$ cat src/rtl/domain_seq_pkg.sv
// Shared types and helpers for the per-domain power sequencer.
// Contents: the sequencer state encoding and the counter width helper.
// No ports; imported by domain_sequencer.
package domain_seq_pkg;

    typedef enum logic [2:0] {
        ST_IDLE,
        ST_RESET,
        ST_REST,
        ST_INIT_WAIT,
        ST_INIT,
        ST_RUN,
        ST_DRAIN,
        ST_HALT
    } domain_seq_state_t;

    // Width of the shared down-counter: wide enough for the largest timed
    // state length. Counters are loaded with length-1, so this leaves margin.
    function automatic int seq_cnt_width(input int rst_cycles,
                                         input int rest_cycles,
                                         input int init_delay,
                                         input int drain_timeout,
                                         input int halt_cycles);
        int m;
        m = rst_cycles;
        if (rest_cycles   > m) m = rest_cycles;
        if (init_delay    > m) m = init_delay;
        if (drain_timeout > m) m = drain_timeout;
        if (halt_cycles   > m) m = halt_cycles;
        return $clog2(m + 1);
    endfunction

endpackage

$ cat src/rtl/domain_sequencer_if.sv
// Control bundle between a domain sequencer and the clock domain it manages.
// Requests in: domain_enable, drain_ack (both asynchronous levels).
// Controls out: clk_en, sync_rst, init, drain_req, ready, drain_timeout.
interface domain_sequencer_if;

    logic domain_enable;
    logic drain_ack;
    logic clk_en;
    logic sync_rst;
    logic init;
    logic drain_req;
    logic ready;
    logic drain_timeout;

    // Sequencer side.
    modport master (
        input  domain_enable,
        input  drain_ack,
        output clk_en,
        output sync_rst,
        output init,
        output drain_req,
        output ready,
        output drain_timeout
    );

    // Managed domain / requester side.
    modport slave (
        output domain_enable,
        output drain_ack,
        input  clk_en,
        input  sync_rst,
        input  init,
        input  drain_req,
        input  ready,
        input  drain_timeout
    );

endinterface

$ cat src/rtl/bit_synchronizer.sv
// Multi-flop synchroniser for a single asynchronous level into clk.
// Ports: clk, async_rst (async, active-high, clears chain to 0), d in, q out.
// Latency is STAGES edges from d to q.
module bit_synchronizer #(
    parameter int STAGES = 2
) (
    input  logic clk,
    input  logic async_rst,
    input  logic d,
    output logic q
);

    logic [STAGES-1:0] sync_q;
    logic [STAGES-1:0] sync_d;

    always_comb begin
        sync_d = {sync_q[STAGES-2:0], d};
    end

    always_ff @(posedge clk or posedge async_rst) begin
        if (async_rst) begin
            sync_q <= '0;
        end else begin
            sync_q <= sync_d;
        end
    end

    assign q = sync_q[STAGES-1];

endmodule

$ cat src/rtl/domain_sequencer.sv
// Power-up / orderly power-down sequencer for one clock domain.
// Ports: clk, async_rst (async, active-high); bus carries the enable/ack
// requests in and clk_en/sync_rst/init/drain_req/ready/drain_timeout out.
module domain_sequencer
    import domain_seq_pkg::*;
#(
    parameter int SYNC_STAGES   = 2,
    parameter int RST_CYCLES    = 4,
    parameter int REST_CYCLES   = 2,
    parameter int INIT_DELAY    = 2,
    parameter int DRAIN_TIMEOUT = 16,
    parameter int HALT_CYCLES   = 2
) (
    input  logic                clk,
    input  logic                async_rst,
    domain_sequencer_if.master  bus
);

    localparam int CW = seq_cnt_width(RST_CYCLES, REST_CYCLES, INIT_DELAY,
                                      DRAIN_TIMEOUT, HALT_CYCLES);
    typedef logic [CW-1:0] cnt_t;

    // Counter is loaded with length-1 on entry and the state exits when it
    // reads 0, so each timed state lasts exactly its parameter in cycles.
    localparam cnt_t RST_LOAD   = cnt_t'(RST_CYCLES - 1);
    localparam cnt_t REST_LOAD  = cnt_t'(REST_CYCLES - 1);
    localparam cnt_t INIT_LOAD  = cnt_t'(INIT_DELAY - 1);
    localparam cnt_t DRAIN_LOAD = cnt_t'(DRAIN_TIMEOUT - 1);
    localparam cnt_t HALT_LOAD  = cnt_t'(HALT_CYCLES - 1);
    localparam cnt_t CNT_ONE    = cnt_t'(1);

    logic en;
    logic ack;

    bit_synchronizer #(.STAGES(SYNC_STAGES)) u_sync_en (
        .clk       (clk),
        .async_rst (async_rst),
        .d         (bus.domain_enable),
        .q         (en)
    );

    bit_synchronizer #(.STAGES(SYNC_STAGES)) u_sync_ack (
        .clk       (clk),
        .async_rst (async_rst),
        .d         (bus.drain_ack),
        .q         (ack)
    );

    domain_seq_state_t state_q, state_d;
    cnt_t              cnt_q, cnt_d;
    logic              clk_en_q, clk_en_d;
    logic              sync_rst_q, sync_rst_d;
    logic              init_q, init_d;
    logic              drain_req_q, drain_req_d;
    logic              ready_q, ready_d;
    logic              drain_timeout_q, drain_timeout_d;
    logic              timeout_hit;
    logic              cnt_zero;

    always_comb begin
        state_d     = state_q;
        cnt_d       = cnt_q;
        timeout_hit = 1'b0;
        cnt_zero    = (cnt_q == '0);

        unique case (state_q)
            ST_IDLE: begin
                if (en) begin
                    state_d = ST_RESET;
                    cnt_d   = RST_LOAD;
                end
            end
            // Clock has not been enabled yet, so an abort needs no drain.
            ST_RESET: begin
                if (!en) begin
                    state_d = ST_IDLE;
                end else if (cnt_zero) begin
                    state_d = ST_REST;
                    cnt_d   = REST_LOAD;
                end else begin
                    cnt_d = cnt_q - CNT_ONE;
                end
            end
            ST_REST: begin
                if (!en) begin
                    state_d = ST_IDLE;
                end else if (cnt_zero) begin
                    state_d = ST_INIT_WAIT;
                    cnt_d   = INIT_LOAD;
                end else begin
                    cnt_d = cnt_q - CNT_ONE;
                end
            end
            // Clock is running from here on: shutdown must go via DRAIN.
            ST_INIT_WAIT: begin
                if (!en) begin
                    state_d = ST_DRAIN;
                    cnt_d   = DRAIN_LOAD;
                end else if (cnt_zero) begin
                    state_d = ST_INIT;
                end else begin
                    cnt_d = cnt_q - CNT_ONE;
                end
            end
            ST_INIT: begin
                if (!en) begin
                    state_d = ST_DRAIN;
                    cnt_d   = DRAIN_LOAD;
                end else begin
                    state_d = ST_RUN;
                end
            end
            ST_RUN: begin
                if (!en) begin
                    state_d = ST_DRAIN;
                    cnt_d   = DRAIN_LOAD;
                end
            end
            // ack takes priority over a coincident expiry, so the sticky
            // timeout flag only reports drains that truly never quiesced.
            ST_DRAIN: begin
                if (ack) begin
                    state_d = ST_HALT;
                    cnt_d   = HALT_LOAD;
                end else if (cnt_zero) begin
                    state_d     = ST_HALT;
                    cnt_d       = HALT_LOAD;
                    timeout_hit = 1'b1;
                end else begin
                    cnt_d = cnt_q - CNT_ONE;
                end
            end
            ST_HALT: begin
                if (cnt_zero) begin
                    state_d = ST_IDLE;
                end else begin
                    cnt_d = cnt_q - CNT_ONE;
                end
            end
            default: begin
                state_d = ST_IDLE;
            end
        endcase

        // Outputs decode the next state so they change on the same edge.
        clk_en_d    = (state_d == ST_INIT_WAIT) || (state_d == ST_INIT) ||
                      (state_d == ST_RUN)       || (state_d == ST_DRAIN);
        sync_rst_d  = (state_d == ST_IDLE) || (state_d == ST_RESET);
        init_d      = (state_d == ST_INIT);
        ready_d     = (state_d == ST_RUN);
        drain_req_d = (state_d == ST_DRAIN);

        drain_timeout_d = drain_timeout_q;
        if (timeout_hit) begin
            drain_timeout_d = 1'b1;
        end
        if (state_d == ST_RESET) begin
            drain_timeout_d = 1'b0;
        end
    end

    always_ff @(posedge clk or posedge async_rst) begin
        if (async_rst) begin
            state_q         <= ST_IDLE;
            cnt_q           <= '0;
            clk_en_q        <= 1'b0;
            sync_rst_q      <= 1'b1;
            init_q          <= 1'b0;
            drain_req_q     <= 1'b0;
            ready_q         <= 1'b0;
            drain_timeout_q <= 1'b0;
        end else begin
            state_q         <= state_d;
            cnt_q           <= cnt_d;
            clk_en_q        <= clk_en_d;
            sync_rst_q      <= sync_rst_d;
            init_q          <= init_d;
            drain_req_q     <= drain_req_d;
            ready_q         <= ready_d;
            drain_timeout_q <= drain_timeout_d;
        end
    end

    assign bus.clk_en        = clk_en_q;
    assign bus.sync_rst      = sync_rst_q;
    assign bus.init          = init_q;
    assign bus.drain_req     = drain_req_q;
    assign bus.ready         = ready_q;
    assign bus.drain_timeout = drain_timeout_q;

endmodule

$ cat src/flat_wrapper.sv
// flat-port wrapper written by rule: the top's interface ports become plain ports
module domain_sequencer_flat import domain_seq_pkg::*;
#(
    parameter int SYNC_STAGES   = 2,
    parameter int RST_CYCLES    = 4,
    parameter int REST_CYCLES   = 2,
    parameter int INIT_DELAY    = 2,
    parameter int DRAIN_TIMEOUT = 16,
    parameter int HALT_CYCLES   = 2
)
  (clk, async_rst, bus_domain_enable, bus_drain_ack, bus_clk_en, bus_sync_rst, bus_init, bus_drain_req, bus_ready, bus_drain_timeout);
  domain_sequencer_if bus_i ();
  input  logic clk;
  input  logic async_rst;
  input wire logic [$bits(bus_i.domain_enable)-1:0] bus_domain_enable;
  input wire logic [$bits(bus_i.drain_ack)-1:0] bus_drain_ack;
  output wire logic [$bits(bus_i.clk_en)-1:0] bus_clk_en;
  output wire logic [$bits(bus_i.sync_rst)-1:0] bus_sync_rst;
  output wire logic [$bits(bus_i.init)-1:0] bus_init;
  output wire logic [$bits(bus_i.drain_req)-1:0] bus_drain_req;
  output wire logic [$bits(bus_i.ready)-1:0] bus_ready;
  output wire logic [$bits(bus_i.drain_timeout)-1:0] bus_drain_timeout;
  assign bus_i.domain_enable = bus_domain_enable;
  assign bus_i.drain_ack = bus_drain_ack;
  assign bus_clk_en = bus_i.clk_en;
  assign bus_sync_rst = bus_i.sync_rst;
  assign bus_init = bus_i.init;
  assign bus_drain_req = bus_i.drain_req;
  assign bus_ready = bus_i.ready;
  assign bus_drain_timeout = bus_i.drain_timeout;
  domain_sequencer #(.SYNC_STAGES(SYNC_STAGES), .RST_CYCLES(RST_CYCLES), .REST_CYCLES(REST_CYCLES), .INIT_DELAY(INIT_DELAY), .DRAIN_TIMEOUT(DRAIN_TIMEOUT), .HALT_CYCLES(HALT_CYCLES)) u_core (.clk(clk), .async_rst(async_rst), .bus(bus_i));
endmodule
$ cat config.mk
export PLATFORM = sky130hd
export DESIGN_NAME = domain_sequencer_flat
export DESIGN_NICKNAME = d
export VERILOG_FILES = /design/src/rtl/domain_seq_pkg.sv /design/src/rtl/domain_sequencer_if.sv /design/src/rtl/bit_synchronizer.sv /design/src/rtl/domain_sequencer.sv /design/src/flat_wrapper.sv
export SDC_FILE = /design/constraint.sdc
export NUM_CORES = 1
export LEC_CHECK = 0
export BUFFER_PORTS_ARGS = -buffer_cell sky130_fd_sc_hd__buf_2
export CORE_ASPECT_RATIO = 1.4
export CORE_MARGIN = 2
export CORE_UTILIZATION = 51
export CTS_CLUSTER_SIZE = 12
export DETAILED_ROUTE_END_ITERATION = 8
export PLACE_DENSITY = 0.82
export SETUP_SLACK_MARGIN = 0.3
export SLEW_MARGIN = 40
export SYNTH_ARGS = -nofsm -noshare
export SYNTH_HDL_FRONTEND = slang
export SYNTH_SLANG_ARGS = --single-unit
$ cat constraint.sdc
create_clock -name clk -period 1.8 [get_ports clk]
set_clock_uncertainty 0.1 [all_clocks]
set_input_delay 0.36 -clock clk [delete_from_list [all_inputs] [get_ports clk]]
set_output_delay 0.36 -clock clk [all_outputs]
set_load 0.005 [all_outputs]
==> results of run 1 <==
[per-stage QoR]
stage | instances | util, % | instance area (um^2) | setup WS (ns) | hold slack, ns
2_1_floorplan | 107 | - | 1030 | 0.118 | 0.198
3_3_place_gp | 136 | 58.3 | 1110 | 0.0478 | 0.232
3_5_place_dp | 136 | 58.3 | 1110 | 0.0245 | 0.237
4_1_cts | 148 | 65.7 | 1250 | 0.118 | 0.0672
5_1_grt | 150 | 67.8 | 1290 | -0.00856 | 0.0350
6_report | 150 | 67.8 | 1290 | 0.0883 | 0.0347
[state kept, by name (all words and copies together), names as in the netlist]
signal / count
u_core.u_sync_ack.sync_q: 2
u_core.cnt_q: 5
u_core.bus.clk_en: 1
u_core.bus.ready: 1
u_core.state_q: 3
u_core.u_sync_en.sync_q: 2
u_core.bus.drain_req: 1
u_core.bus.sync_rst: 1
u_core.bus.init: 1
u_core.bus.drain_timeout: 1
[logic make-up (layout without fill, tap and decap cells)]
family / Yosys count / in the layout / share of synthesized area (%)
AND/OR/NAND/NOR: 32 / 32 / 18.7
XOR/XNOR: 1 / 1 / 0.875
adder cells (fa/ha/maj): 2 / 2 / 2.50
flip-flops: 18 / 18 / 45.1
buffers and inverters: 18 / 40 / 8.13
AO/OA/AOI/OAI: 36 / 36 / 24.6
[cells in the mapped netlist]
cell / instances / area share, %
inv_4: 1 / 0.63
a32oi_2: 1 / 1.6
o32a_1: 1 / 1.0
o22a_1: 1 / 0.88
ha_1: 2 / 2.5
o21ai_0: 11 / 5.5
a41oi_1: 1 / 0.88
nand3_1: 1 / 0.50
nor2b_1: 3 / 1.9
buf_2: 6 / 3.0
buf_4: 1 / 0.75
nand2b_1: 2 / 1.2
and2_1: 1 / 0.63
o21ai_1: 1 / 0.50
o31ai_1: 2 / 1.5
a31oi_1: 5 / 3.1
a2111oi_0: 2 / 1.8
or2_2: 1 / 0.63
nor4_1: 1 / 0.63
a211oi_1: 2 / 1.5
xnor2_1: 1 / 0.88
nand2_1: 5 / 1.9
a22oi_1: 1 / 0.75
a32o_2: 1 / 1.1
a311oi_1: 2 / 1.8
and2b_1: 3 / 2.2
a21oi_1: 4 / 2.0
dfstp_2: 1 / 2.6
nor3b_1: 1 / 0.75
nor2_1: 6 / 2.2
and3b_1: 1 / 0.88
nor3_1: 3 / 1.5
nor4b_2: 1 / 1.5
a21o_1: 1 / 0.75
dfrtp_1: 17 / 43
nor4bb_1: 1 / 1.0
and3_1: 2 / 1.2
inv_1: 10 / 3.8
[repair_timing]
item,4_1_cts,5_1_grt
gates cloned,1,0
setup buffers,7,2
endpoints found under the setup margin,12,12
gates resized for setup,19,11
pin swaps,7,10
[worst paths after layout]
path | slack, ns | endpoint | cells past startpoint | from
setup reg to reg | 0.09 | u_core.bus.drain_timeout | 7 | u_core.cnt_q[0]
hold / removal | 0.03 | u_core.u_sync_en.sync_q[0] | 2 | async_rst
min in group clk | 0.05 | u_core.u_sync_en.sync_q[0] | 1 | bus_domain_enable
max in group asynchronous | 1.06 | u_core.state_q[1] | 2 | async_rst
hold reg to reg | 0.26 | u_core.u_sync_en.sync_q[1] | 0 | u_core.u_sync_en.sync_q[0]
setup / recovery | 0.09 | u_core.bus.drain_timeout | 7 | u_core.cnt_q[0]
[cell type report]
cell class | count | area share [%]
timing repair buffer | 25 | 13.3
multi-input combinational | 71 | 43.5
tap | 21 | 2.04
clock buffer | 4 | 2.04
sequential | 18 | 35.5
inverter | 11 | 3.59
[metal layers]
layer	GRT usage (%)	wire, um	share of wire (%)
met2	41.5	1360	55
met4	8.29	29	1.2
met5	0	0	0
met1	25.9	982	39
met3	2.89	115	4.6
[report_power, final]
| part | switching (mW) | internal, mW | total, mW |
|---|---|---|---|
| Combinational | 0.607 | 0.570 | 1.18 |
| Sequential | 0.144 | 0.542 | 0.687 |
| Clock | 0.134 | 0.0869 | 0.221 |
==> flow_summary.rst, run 1 <==
.. list-table::
   :header-rows: 1

   * - Metric
     - Value
   * - Fin crit share
     - 95.1%
   * - Clock Sinks
     - 18
   * - Overall die height
     - 56.4 um
   * - Headroom to the max-slew limit
     - 54.0%
   * - Final RePlAce weighted congestion
     - 0.891
   * - Final-layout setup total negative slack
     - 0 ns
   * - First-pass GRT wire length
     - 4060 um
   * - Number of pins exceeding their max-slew limit in the final report
     - 0
   * - Most common cell after layout, fill and taps aside
     - dfrtp_1
   * - Die outline width
     - 41.4 um
   * - Top delay family on crit path
     - compound AO/OA/AOI/OAI gates
   * - CTS root buf
     - clkbuf_4
   * - Mean Syn Cell Area
     - 9.35 um^2
   * - Number of top-level pins
     - 10
   * - Power per Cell Area
     - 1620 nW/um^2
   * - Tot GR Track Use
     - 22.6%
   * - Share of cells above drive strength 1
     - 41.9%
   * - Via count of the first global-routing pass
     - 892
   * - Critical path's slowest cell
     - a2111oi_2
   * - Number of buffers and inverters on the critical path
     - 2
   * - Placement row count
     - 19
   * - CTS HTree Levels
     - 1
   * - Worst setup SP type
     - flip-flop
   * - Pleak
     - 0.566 nW
   * - Number of filler cells placed in the layout
     - 141
   * - GRT overflow
     - 0
   * - Result of the run
     - finished clean
   * - Area inside the core boundary
     - 1900 um^2
   * - Post-route DRC
     - 0
   * - Largest buffer count on any clock path
     - 2
   * - Number of nets in the layout
     - 136
   * - Number of violations reported at the end of detailed-routing iteration 0
     - 32
   * - Unique cell type count in the Yosys netlist
     - 38
   * - Largest net degree at the start of global routing
     - 21
   * - Most frequent cells in the layout
     - dfrtp_1, buf_2, buf_4
   * - DR vias
     - 929
   * - Transition at the pin with the smallest max-transition slack
     - 0.689 ns
   * - Setup repair after global routing missed its margin
     - yes
   * - Critical Path End Type
     - flip-flop
   * - ANT nets after route
     - 0
   * - Critical Path Max Stage Delay
     - 0.41 ns
   * - Part of the Yosys area used for sequential elements
     - 45.1%
   * - Final hold viol count
     - 0
   * - Effective utilization at floorplan
     - 52.6%
   * - Setup-violating endpoint count in the final report
     - 0
   * - Multi-input gate area in the final layout
     - 561 um^2
   * - Start-to-end type of the worst setup path
     - reg2reg
   * - Count of inserted antenna diode cells
     - 0
   * - Post-synth design cell area
     - 1000 um^2
   * - Number of buffers created by CTS
     - 3
   * - Critical path data required time
     - 1.94 ns
   * - Maximum clock rate
     - 584 MHz
   * - Mapped Nets
     - 113
   * - Number of maximum-capacitance constraint violations
     - 0
   * - Pwr Total
     - 2.08 mW
   * - Time the final worst path needs with I/O delays and setup
     - 1.71 ns
   * - Clock slew seen by the registers of the worst setup and hold paths
     - 0.10 ns
   * - Wire per inst
     - 16.6 um
   * - Peak supply drop
     - 0.00107 V
   * - Critical Path, Cell by Cell
     - inv_2, ha_4, nor4b_4, buf_6, a2111oi_2, a311oi_2, a31oi_1
   * - DR vias/cell
     - 6.19
   * - Die footprint
     - 2340 um^2
   * - Data arrival time of the worst path
     - 1.85 ns
   * - Sequential cell area
     - 458 um^2
   * - Wire length reported by the detailed router
     - 2490 um
   * - Port buffer count
     - 9
   * - Worst-skew pair later-pin latency
     - 0.31 ns
   * - Iteration count of the initial detailed-routing pass
     - 4
   * - Number of hold buffers added after cts
     - 0
   * - Placed wire-length estimate
     - 1520 um
   * - Worst min-delay path class
     - in2async
   * - Area overhead of the layout relative to synthesis
     - 28.8%
   * - Total number of yosys warnings
     - 0
   * - Number of antenna violations at the first check in global routing
     - 0
   * - #FFs+latches synth
     - 18
   * - Synthesized netlist cell count
     - 107
   * - Biggest fanout along the worst timing path
     - 5
   * - Clock tree from TritonCTS
     - done
Power figures use the tool's default switching activity.
==> inputs of run 2 (changes only) <==
--- a/config.mk
+++ b/config.mk
@@ -10,6 +10,7 @@
 export CORE_MARGIN = 2
-export CORE_UTILIZATION = 51
+export CORE_UTILIZATION = 54
+export CTS_BUF_LIST = sky130_fd_sc_hd__clkbuf_2
 export CTS_CLUSTER_SIZE = 12
 export DETAILED_ROUTE_END_ITERATION = 8
-export PLACE_DENSITY = 0.82
+export PLACE_DENSITY = 0.86
 export SETUP_SLACK_MARGIN = 0.3
--- a/constraint.sdc
+++ b/constraint.sdc
@@ -4,2 +4,2 @@
 set_output_delay 0.36 -clock clk [all_outputs]
-set_load 0.005 [all_outputs]
+set_load 0.02 [all_outputs]
==> run 2 against run 1 <==
Net effect:
- combinational power is 17% higher
- global-route usage is 9.1 points higher
- non-clock buffer count is 7 higher
- core utilization is 8.4 points higher
- first-iteration DRC count is 41% higher
- cell area is 3.9% higher
- critical path depth stayed put
- hold slack worse by 0.0082 ns
- routed wire length is 24% higher
- register-to-register slack worse by 0.08 ns
- die area is 5.1% lower
- largest power group unchanged
==> flow_summary.rst, run 2 (synthesis gave the netlist of run 1 again) <==
.. list-table::
   :header-rows: 1

   * - Metric
     - Value
   * - Most frequent cells in the layout
     - buf_4, dfrtp_1, buf_2
   * - Sequential power share
     - 30.0% (-2.9 points)
   * - Number of pins exceeding their max-slew limit in the final report
     - 0 (unchanged)
   * - Die outline width
     - 40.4 um (-2.5%)
   * - Headroom to the max-slew limit
     - 53.2% (-0.80 points)
   * - Maximum clock rate
     - 558 MHz (-4.4%)
   * - Power per Cell Area
     - 1670 nW/um^2 (+3.0%)
   * - Post-Route Utilization
     - 76.2% (+8.4 points)
   * - Placed cell areas
     - 1130 um^2 (+1.9%)
   * - Largest register FFs
     - 5 (unchanged)
   * - Clock tree from TritonCTS
     - done
   * - Worst min-delay path class
     - in2async
   * - Pleak
     - 0.596 nW (+5.3%)
   * - Iteration count of the initial detailed-routing pass
     - 4 (unchanged)
   * - Largest registers ranked by flip-flop count
     - u_core.cnt_q: 5 flops, u_core.state_q: 3 flops
   * - Data arrival time of the worst path
     - 1.95 ns (+0.10 ns)
   * - Biggest fanout along the worst timing path
     - 8 (+3)
   * - Share of cells above drive strength 1
     - 45.6% (+3.7 points)
   * - Start-to-end type of the worst setup path
     - reg2reg
   * - Switching portion of total power
     - 46.1% (+3.7 points)
   * - GRT overflow
     - 0 (unchanged)
   * - CTS root buf
     - clkbuf_2
   * - Number of cells in the design after placement
     - 138 (+1.5%)
   * - Port buffer count
     - 9 (unchanged)
   * - Pwr Total
     - 2.23 mW (+7.0%)
   * - First-pass GRT wire length
     - 4490 um (+11%)
   * - Clock Sinks
     - 18 (unchanged)
   * - Placement row count
     - 18 (-1)
   * - Final RePlAce weighted congestion
     - 0.922 (+3.5%)
   * - Final hold viol count
     - 0 (unchanged)
   * - Register ranked first by flip-flop count
     - u_core.cnt_q
   * - Via count of the first global-routing pass
     - 926 (+3.8%)
   * - Area overhead of the layout relative to synthesis
     - 33.7%
   * - Result of the run
     - finished clean
   * - Count of inserted antenna diode cells
     - 0 (unchanged)
   * - Filler-free cell count of the finished design
     - 156 (+4.0%)
   * - Number of violations reported at the end of detailed-routing iteration 0
     - 45 (+41%)
   * - DR vias
     - 997 (+7.3%)
   * - Worst setup SP type
     - flip-flop
   * - Setup repair after global routing missed its margin
     - yes
   * - Net switching power of the design
     - 1.03 mW (+16%)
   * - Critical path data required time
     - 1.96 ns (+0.02 ns)
   * - Peak supply drop
     - 0.00106 V (-0.71%)
   * - DR vias/cell
     - 6.39 (+3.2%)
   * - CTS HTree Levels
     - 1 (unchanged)
   * - Internal power contribution
     - 1.20 mW (+0.17%)
   * - Most common cell after layout, fill and taps aside
     - buf_4
   * - Worst-skew pair later-pin latency
     - 0.32 ns (about the same)
   * - Largest net degree at the start of global routing
     - 19 (-9.5%)
   * - Number of top-level pins
     - 10 (unchanged)
   * - Number of antenna violations at the first check in global routing
     - 0 (unchanged)
   * - Fin crit share
     - 99.5% (+4.4 points)
   * - Post-route DRC
     - 0 (unchanged)
   * - Combinational group share of total power
     - 61.9% (+5.4 points)
   * - Clock slew seen by the registers of the worst setup and hold paths
     - 0.17 ns (+0.07 ns)
   * - Clock share of power
     - 8.1% (-2.5 points)
   * - Setup-violating endpoint count in the final report
     - 0 (unchanged)
   * - Largest buffer count on any clock path
     - 2 (unchanged)
   * - Hold WS
     - 0.0265 ns (-0.00819 ns)
   * - Final std cell area, no fill
     - 1340 um^2 (+3.9%)
   * - Tot GR Track Use
     - 31.6% (+9.1 points)
   * - Area inside the core boundary
     - 1760 um^2 (-7.6%)
   * - Die footprint
     - 2220 um^2 (-5.1%)
   * - Placed wire-length estimate
     - 1710 um (+13%)
   * - Wire per inst
     - 19.7 um (+19%)
   * - Overall die height
     - 54.9 um (-2.6%)
   * - Number of nets in the layout
     - 143 (+5.1%)
   * - Transition at the pin with the smallest max-transition slack
     - 0.701 ns (+0.0120 ns)
   * - Time the final worst path needs with I/O delays and setup
     - 1.79 ns (+0.0789 ns)
   * - Number of buffers created by CTS
     - 3 (unchanged)
   * - ANT nets after route
     - 0 (unchanged)
   * - Critical Path End Type
     - flip-flop
   * - Effective utilization at floorplan
     - 57.0% (+4.3 points)
   * - Number of filler cells placed in the layout
     - 103 (-27%)
   * - Worst R2R Path Depth
     - 7 (unchanged)
   * - Wire length reported by the detailed router
     - 3080 um (+24%)
   * - Number of maximum-capacitance constraint violations
     - 0 (unchanged)
-- run 2: timing repair --
item / CTS / global route
buffers inserted: 7 / 7
resized for setup: 12 / 15
setup endpoints to repair: 12 / 12
hold buffers: 0 / 0
pin swaps: 4 / 8
-- run 2: final timing paths --
kind | end | from | slack [ns]
worst max register to register | u_core.bus.drain_timeout | u_core.cnt_q[1] | 0.009
worst min-delay path | u_core.state_q[0] | async_rst | 0.03
worst max-delay path | u_core.bus.drain_timeout | u_core.cnt_q[1] | 0.009
worst min register to register | u_core.u_sync_en.sync_q[1] | u_core.u_sync_en.sync_q[0] | 0.28
max in group asynchronous | u_core.state_q[2] | async_rst | 1.09
min in group clk | u_core.u_sync_ack.sync_q[0] | bus_drain_ack | 0.03
-- run 2: area by class of cell --
cell class              instances  area (um^2)  share of cell area (%)
flip-flops and latches         18          454                    33.9
well taps                      20         25.0                    1.87
repair buffers                 32          221                    16.5
inverters                      11         46.3                    3.46
clock buffers                   3         15.0                    1.12
clock inverters                 1         3.75                   0.280
multi-input cells              71          573                    42.8
-- run 2: per-stage QoR --
step	setup WS [ns]	TNS (ns)
floorplan	0.118	0
global placement	0.0686	0
detailed placement	0.0104	0
CTS	0.0496	0
global route	-0.0324	-0.0872
finish	0.00946	0
-- run 2: worst max-delay path: stages, from the launching register on --
cell	delay (ns)
dfrtp_1	0.40
inv_2	0.06
ha_4	0.15
nor4b_4	0.12
buf_6	0.15
a2111oi_2	0.47
a311oi_2	0.11
a31oi_1	0.16
-- run 2: power by group through the flow --
stage | registers (mW) | logic, mW | clock network [mW]
final | 0.669 | 1.38 | 0.181
after global routing | 0.686 | 1.48 | 0.189
after CTS | 0.654 | 1.15 | 0.175
after detailed placement | 0.682 | 1.01 | 0
after global placement | 0.675 | 0.952 | 0
after floorplan | 0.687 | 0.701 | 0
-- run 2: metal layers --
layer / track usage, % / wire (um) / vias up
met5: 0 / 0 / -
met2: 50.8 / 1600 / 58
met4: 24.4 / 164 / 0
met3: 6.00 / 212 / 16
li1: - / - / 448
met1: 35.5 / 1110 / 475
==> inputs of run 3 (changes only) <==
- SYNTH_HIERARCHICAL: default -> 1
==> run 3 against run 2 <==
Net effect:
- the run now ends with setup timing left
- worst setup slack worse by 0.13 ns
- sequential share of layout area is 2.0 points lower
- via count is 0.10% lower
- routed wire length is 10% lower
- hold slack better by 0.017 ns
- sequential power is 1% higher
- power is 17% higher
- core utilization is 1.5 points lower
- first-iteration DRC count is 16% higher
- largest power group unchanged
- area after synthesis is 6.4% higher
- die area is 5.8% higher
==> flow_summary.rst, run 3 <==
.. list-table::
   :header-rows: 1

   * - Metric
     - Value
   * - Result of the run
     - complete, but fails checks
   * - Violations in the final reports
     - setup timing
   * - Number of cells in the design after placement
     - 160 (+16%)
   * - Iteration count of the initial detailed-routing pass
     - 4 (unchanged)
   * - Number of buffers and inverters on the critical path
     - 2 (unchanged)
   * - Hold endpoint
     - u_core/u_sync_en/sync_q[0]
   * - Critical Path, Cell by Cell
     - inv_1, ha_2, nor4b_4, inv_2, ha_4, a311o_1, o22a_1
   * - Pwr Total
     - 2.61 mW (+17%)
   * - Most frequent cells in the layout
     - buf_4, dfrtp_1, nand2_1
   * - Cell type with the highest aggregate area in the netlist
     - dfrtp_1
   * - First-pass GRT wire length
     - 4330 um (-3.4%)
   * - Mapped Nets
     - 125 (+11%)
   * - Async set-or-reset flop fraction in the synthesized netlist
     - 100% (unchanged)
   * - Overall die height
     - 56.5 um (+2.9%)
   * - Worst setup SP type
     - flip-flop
   * - Pleak
     - 0.647 nW (+8.6%)
   * - Transition at the pin with the smallest max-transition slack
     - 0.555 ns (-0.146 ns)
   * - Post-synth EDFFs
     - 0 (unchanged)
   * - Largest register FFs
     - 5 (unchanged)
   * - DR vias
     - 996 (-0.10%)
   * - Clock Sinks
     - 18 (unchanged)
   * - Placed cell areas
     - 1270 um^2 (+13%)
   * - Placed wire-length estimate
     - 1920 um (+12%)
   * - Number of maximum-capacitance constraint violations
     - 0 (unchanged)
   * - Share of cells above drive strength 1
     - 39.0% (-6.5 points)
   * - Fin crit share
     - 107% (+7.1 points)
   * - Total number of yosys warnings
     - 6 (+6)
   * - Time the final worst path needs with I/O delays and setup
     - 1.92 ns (+0.128 ns)
   * - Critical Path Max Stage Delay
     - 0.42 ns (-0.05 ns)
   * - DR vias/cell
     - 5.96 (-6.7%)
   * - ANT nets after route
     - 0 (unchanged)
   * - Final hold viol count
     - 0 (unchanged)
   * - Maximum clock rate
     - 521 MHz (-6.7%)
   * - Power per Cell Area
     - 1840 nW/um^2 (+10%)
   * - Setup-violating endpoint count in the final report
     - 4 (+4)
   * - Via count of the first global-routing pass
     - 976 (+5.4%)
   * - Number of top-level pins
     - 10 (unchanged)
   * - Number of antenna violations at the first check in global routing
     - 0 (unchanged)
   * - Placement-stage worst setup slack
     - -0.145 ns (-0.156 ns)
   * - Placement row count
     - 19 (+1)
   * - Wire per inst
     - 16.6 um (-16%)
   * - Share of Yosys cell area claimed by the top area cell type
     - 40.0% (-2.5 points)
   * - Clock tree from TritonCTS
     - done
   * - Most used standard cell by instance count after synthesis
     - dfrtp_1
   * - Largest net degree at the start of global routing
     - 15 (-4)
   * - Final setup slack of the worst path
     - -0.119 ns (-0.128 ns)
   * - Part of the Yosys area used for sequential elements
     - 42.4% (-2.7 points)
   * - Critical path data required time
     - 1.92 ns (-0.04 ns)
   * - Grt met2 use
     - 43.5% (-7.3 points)
   * - Tot GR Track Use
     - 24.2% (-7.4 points)
   * - Headroom to the max-slew limit
     - 63.0% (+9.7 points)
   * - Dominant synthesized flop cell
     - dfrtp_1
   * - Top post-synthesis cells by count
     - dfrtp_1, nand2_1, a21oi_1, clkbuf_1, inv_1
   * - Number of buffers created by CTS
     - 3 (unchanged)
   * - Peak supply drop
     - 0.00143 V (+35%)
   * - Filler-free cell count of the finished design
     - 167 (+7.1%)
   * - Port buffer count
     - 9 (unchanged)
   * - Data arrival time of the worst path
     - 2.04 ns (+0.09 ns)
   * - Die outline width
     - 41.5 um (+2.8%)
   * - Mean Syn Cell Area
     - 8.95 um^2 (-4.4%)
   * - Count of inserted antenna diode cells
     - 0 (unchanged)
   * - Hold WS
     - 0.0436 ns (+0.0171 ns)
   * - CTS root buf
     - clkbuf_2
   * - Area overhead of the layout relative to synthesis
     - 33.4%
   * - Final RePlAce weighted congestion
     - 0.984 (+6.8%)
   * - Start-to-end type of the worst setup path
     - reg2reg
   * - Largest buffer count on any clock path
     - 2 (unchanged)
   * - Post-synth design cell area
     - 1060 um^2 (+6.4%)
   * - Hold Path Cell Cnt
     - 1
   * - Top delay family on crit path
     - compound AO/OA/AOI/OAI gates
   * - Startpoint of the worst-slack reg-to-reg timing path
     - u_core/cnt_q[0]
   * - Setup repair after global routing missed its margin
     - yes
   * - Final std cell area, no fill
     - 1420 um^2 (+6.1%)
   * - Largest registers ranked by flip-flop count
     - u_core/cnt_q: 5 flops, u_core/state_q: 3 flops
   * - Area inside the core boundary
     - 1900 um^2 (+8.3%)
   * - Most crowded layer after global routing
     - met2
   * - GR Layer Usage met3
     - 2.25% (-3.7 points)
   * - Worst min-delay path class
     - in2reg
   * - Die footprint
     - 2350 um^2 (+5.8%)
   * - Most common cell after layout, fill and taps aside
     - buf_4
   * - Critical Path End Type
     - flip-flop
   * - Effective utilization at floorplan
     - 56.0% (-0.99 points)
   * - Crit path launch
     - u_core/cnt_q[0]
   * - Register ranked first by flip-flop count
     - u_core/cnt_q
   * - #FFs+latches synth
     - 18 (unchanged)
   * - Wire length reported by the detailed router
     - 2770 um (-10%)
   * - Number of pins exceeding their max-slew limit in the final report
     - 0 (unchanged)
   * - Clock slew seen by the registers of the worst setup and hold paths
     - 0.16 ns (about the same)
   * - Synthesized netlist cell count
     - 119 (+11%)
   * - Number of violations reported at the end of detailed-routing iteration 0
     - 52 (+16%)
   * - Origin of the worst min-delay path
     - bus_domain_enable
   * - Biggest fanout along the worst timing path
     - 4 (-4)
   * - Worst R2R End
     - u_core/cnt_q[0]
   * - Biggest area contributors in the synthesized netlist
     - dfrtp_1, a21oi_1, nand2_1
   * - Post-route DRC
     - 0 (unchanged)
   * - Critical path's slowest cell
     - dfrtp_1
   * - Worst-skew pair later-pin latency
     - 0.31 ns (about the same)
   * - GRT overflow
     - 0 (unchanged)
   * - Worst R2R Path Depth
     - 7 (unchanged)
   * - Number of nets in the layout
     - 153 (+7.0%)
   * - Unique cell type count in the Yosys netlist
     - 37 (-2.6%)
   * - GRT met1 Usage
     - 28.7% (-6.8 points)
   * - Number of filler cells placed in the layout
     - 142 (+38%)
   * - Worst R2R Setup Slack
     - -0.12 ns (-0.13 ns)
   * - CTS HTree Levels
     - 1 (unchanged)
## run 3: layer usage
layer	up-vias	part of all wire, %	wire, um
li1	474	-	-
met1	492	39	1080
met2	22	56	1560
met3	8	2.1	59
met4	0	2.3	63
met5	-	0	0
## run 3: cell families (layout without fill, tap and decap cells)
group / after synthesis / in the layout / synth area share [%]
fa+ha+maj: 2 / 2 / 2.35
buf+inv: 20 / 47 / 7.99
flops: 18 / 18 / 42.4
simple gates: 39 / 39 / 20.4
mux: 2 / 2 / 1.88
compound gates: 36 / 36 / 23.3
xor+xnor: 2 / 2 / 1.65
## run 3: layout make-up
class | instances | area (um^2) | share of cell area (%)
Clock inverter | 1 | 3.75 | 0.264
Tap cell | 21 | 26.3 | 1.85
Sequential cell | 18 | 453 | 31.9
Inverter | 9 | 33.8 | 2.38
Clock buffer | 3 | 15.0 | 1.06
Multi-Input combinational cell | 81 | 636 | 44.8
Timing Repair Buffer | 34 | 253 | 17.8
## run 3: worst max-delay path by stage
stage	slack, ns	endpoint	cells after the start
detailed placement	-0.15	u_core/cnt_q[0]	7
floorplan	-0.30	u_core/cnt_q[0]	7
finish	-0.12	u_core/cnt_q[0]	7
global route	-0.17	u_core/cnt_q[0]	7
CTS	-0.11	u_core/bus.drain_timeout	8
global placement	-0.08	u_core/cnt_q[0]	7
## run 3: repair_timing
action,CTS,global route
gates resized for setup,13,12
buffers inserted,2,0
pin swaps,9,8
endpoints found under the setup margin,13,14
hold buffers,1,0
endpoints found under the hold margin,17,0
## run 3: through the flow
stage               TNS, ns  utilization, %
finish               -0.290            74.7
CTS                  -0.332            71.3
global placement     -0.135            66.8
detailed placement   -0.273            66.8
floorplan            -0.444               -
global route         -0.653            74.7
## run 3: power by group
group | total [mW] | internal, mW | switching [mW]
Clock | 0.171 | 0.0483 | 0.122
Sequential | 0.677 | 0.545 | 0.132
Combinational | 1.77 | 0.847 | 0.920
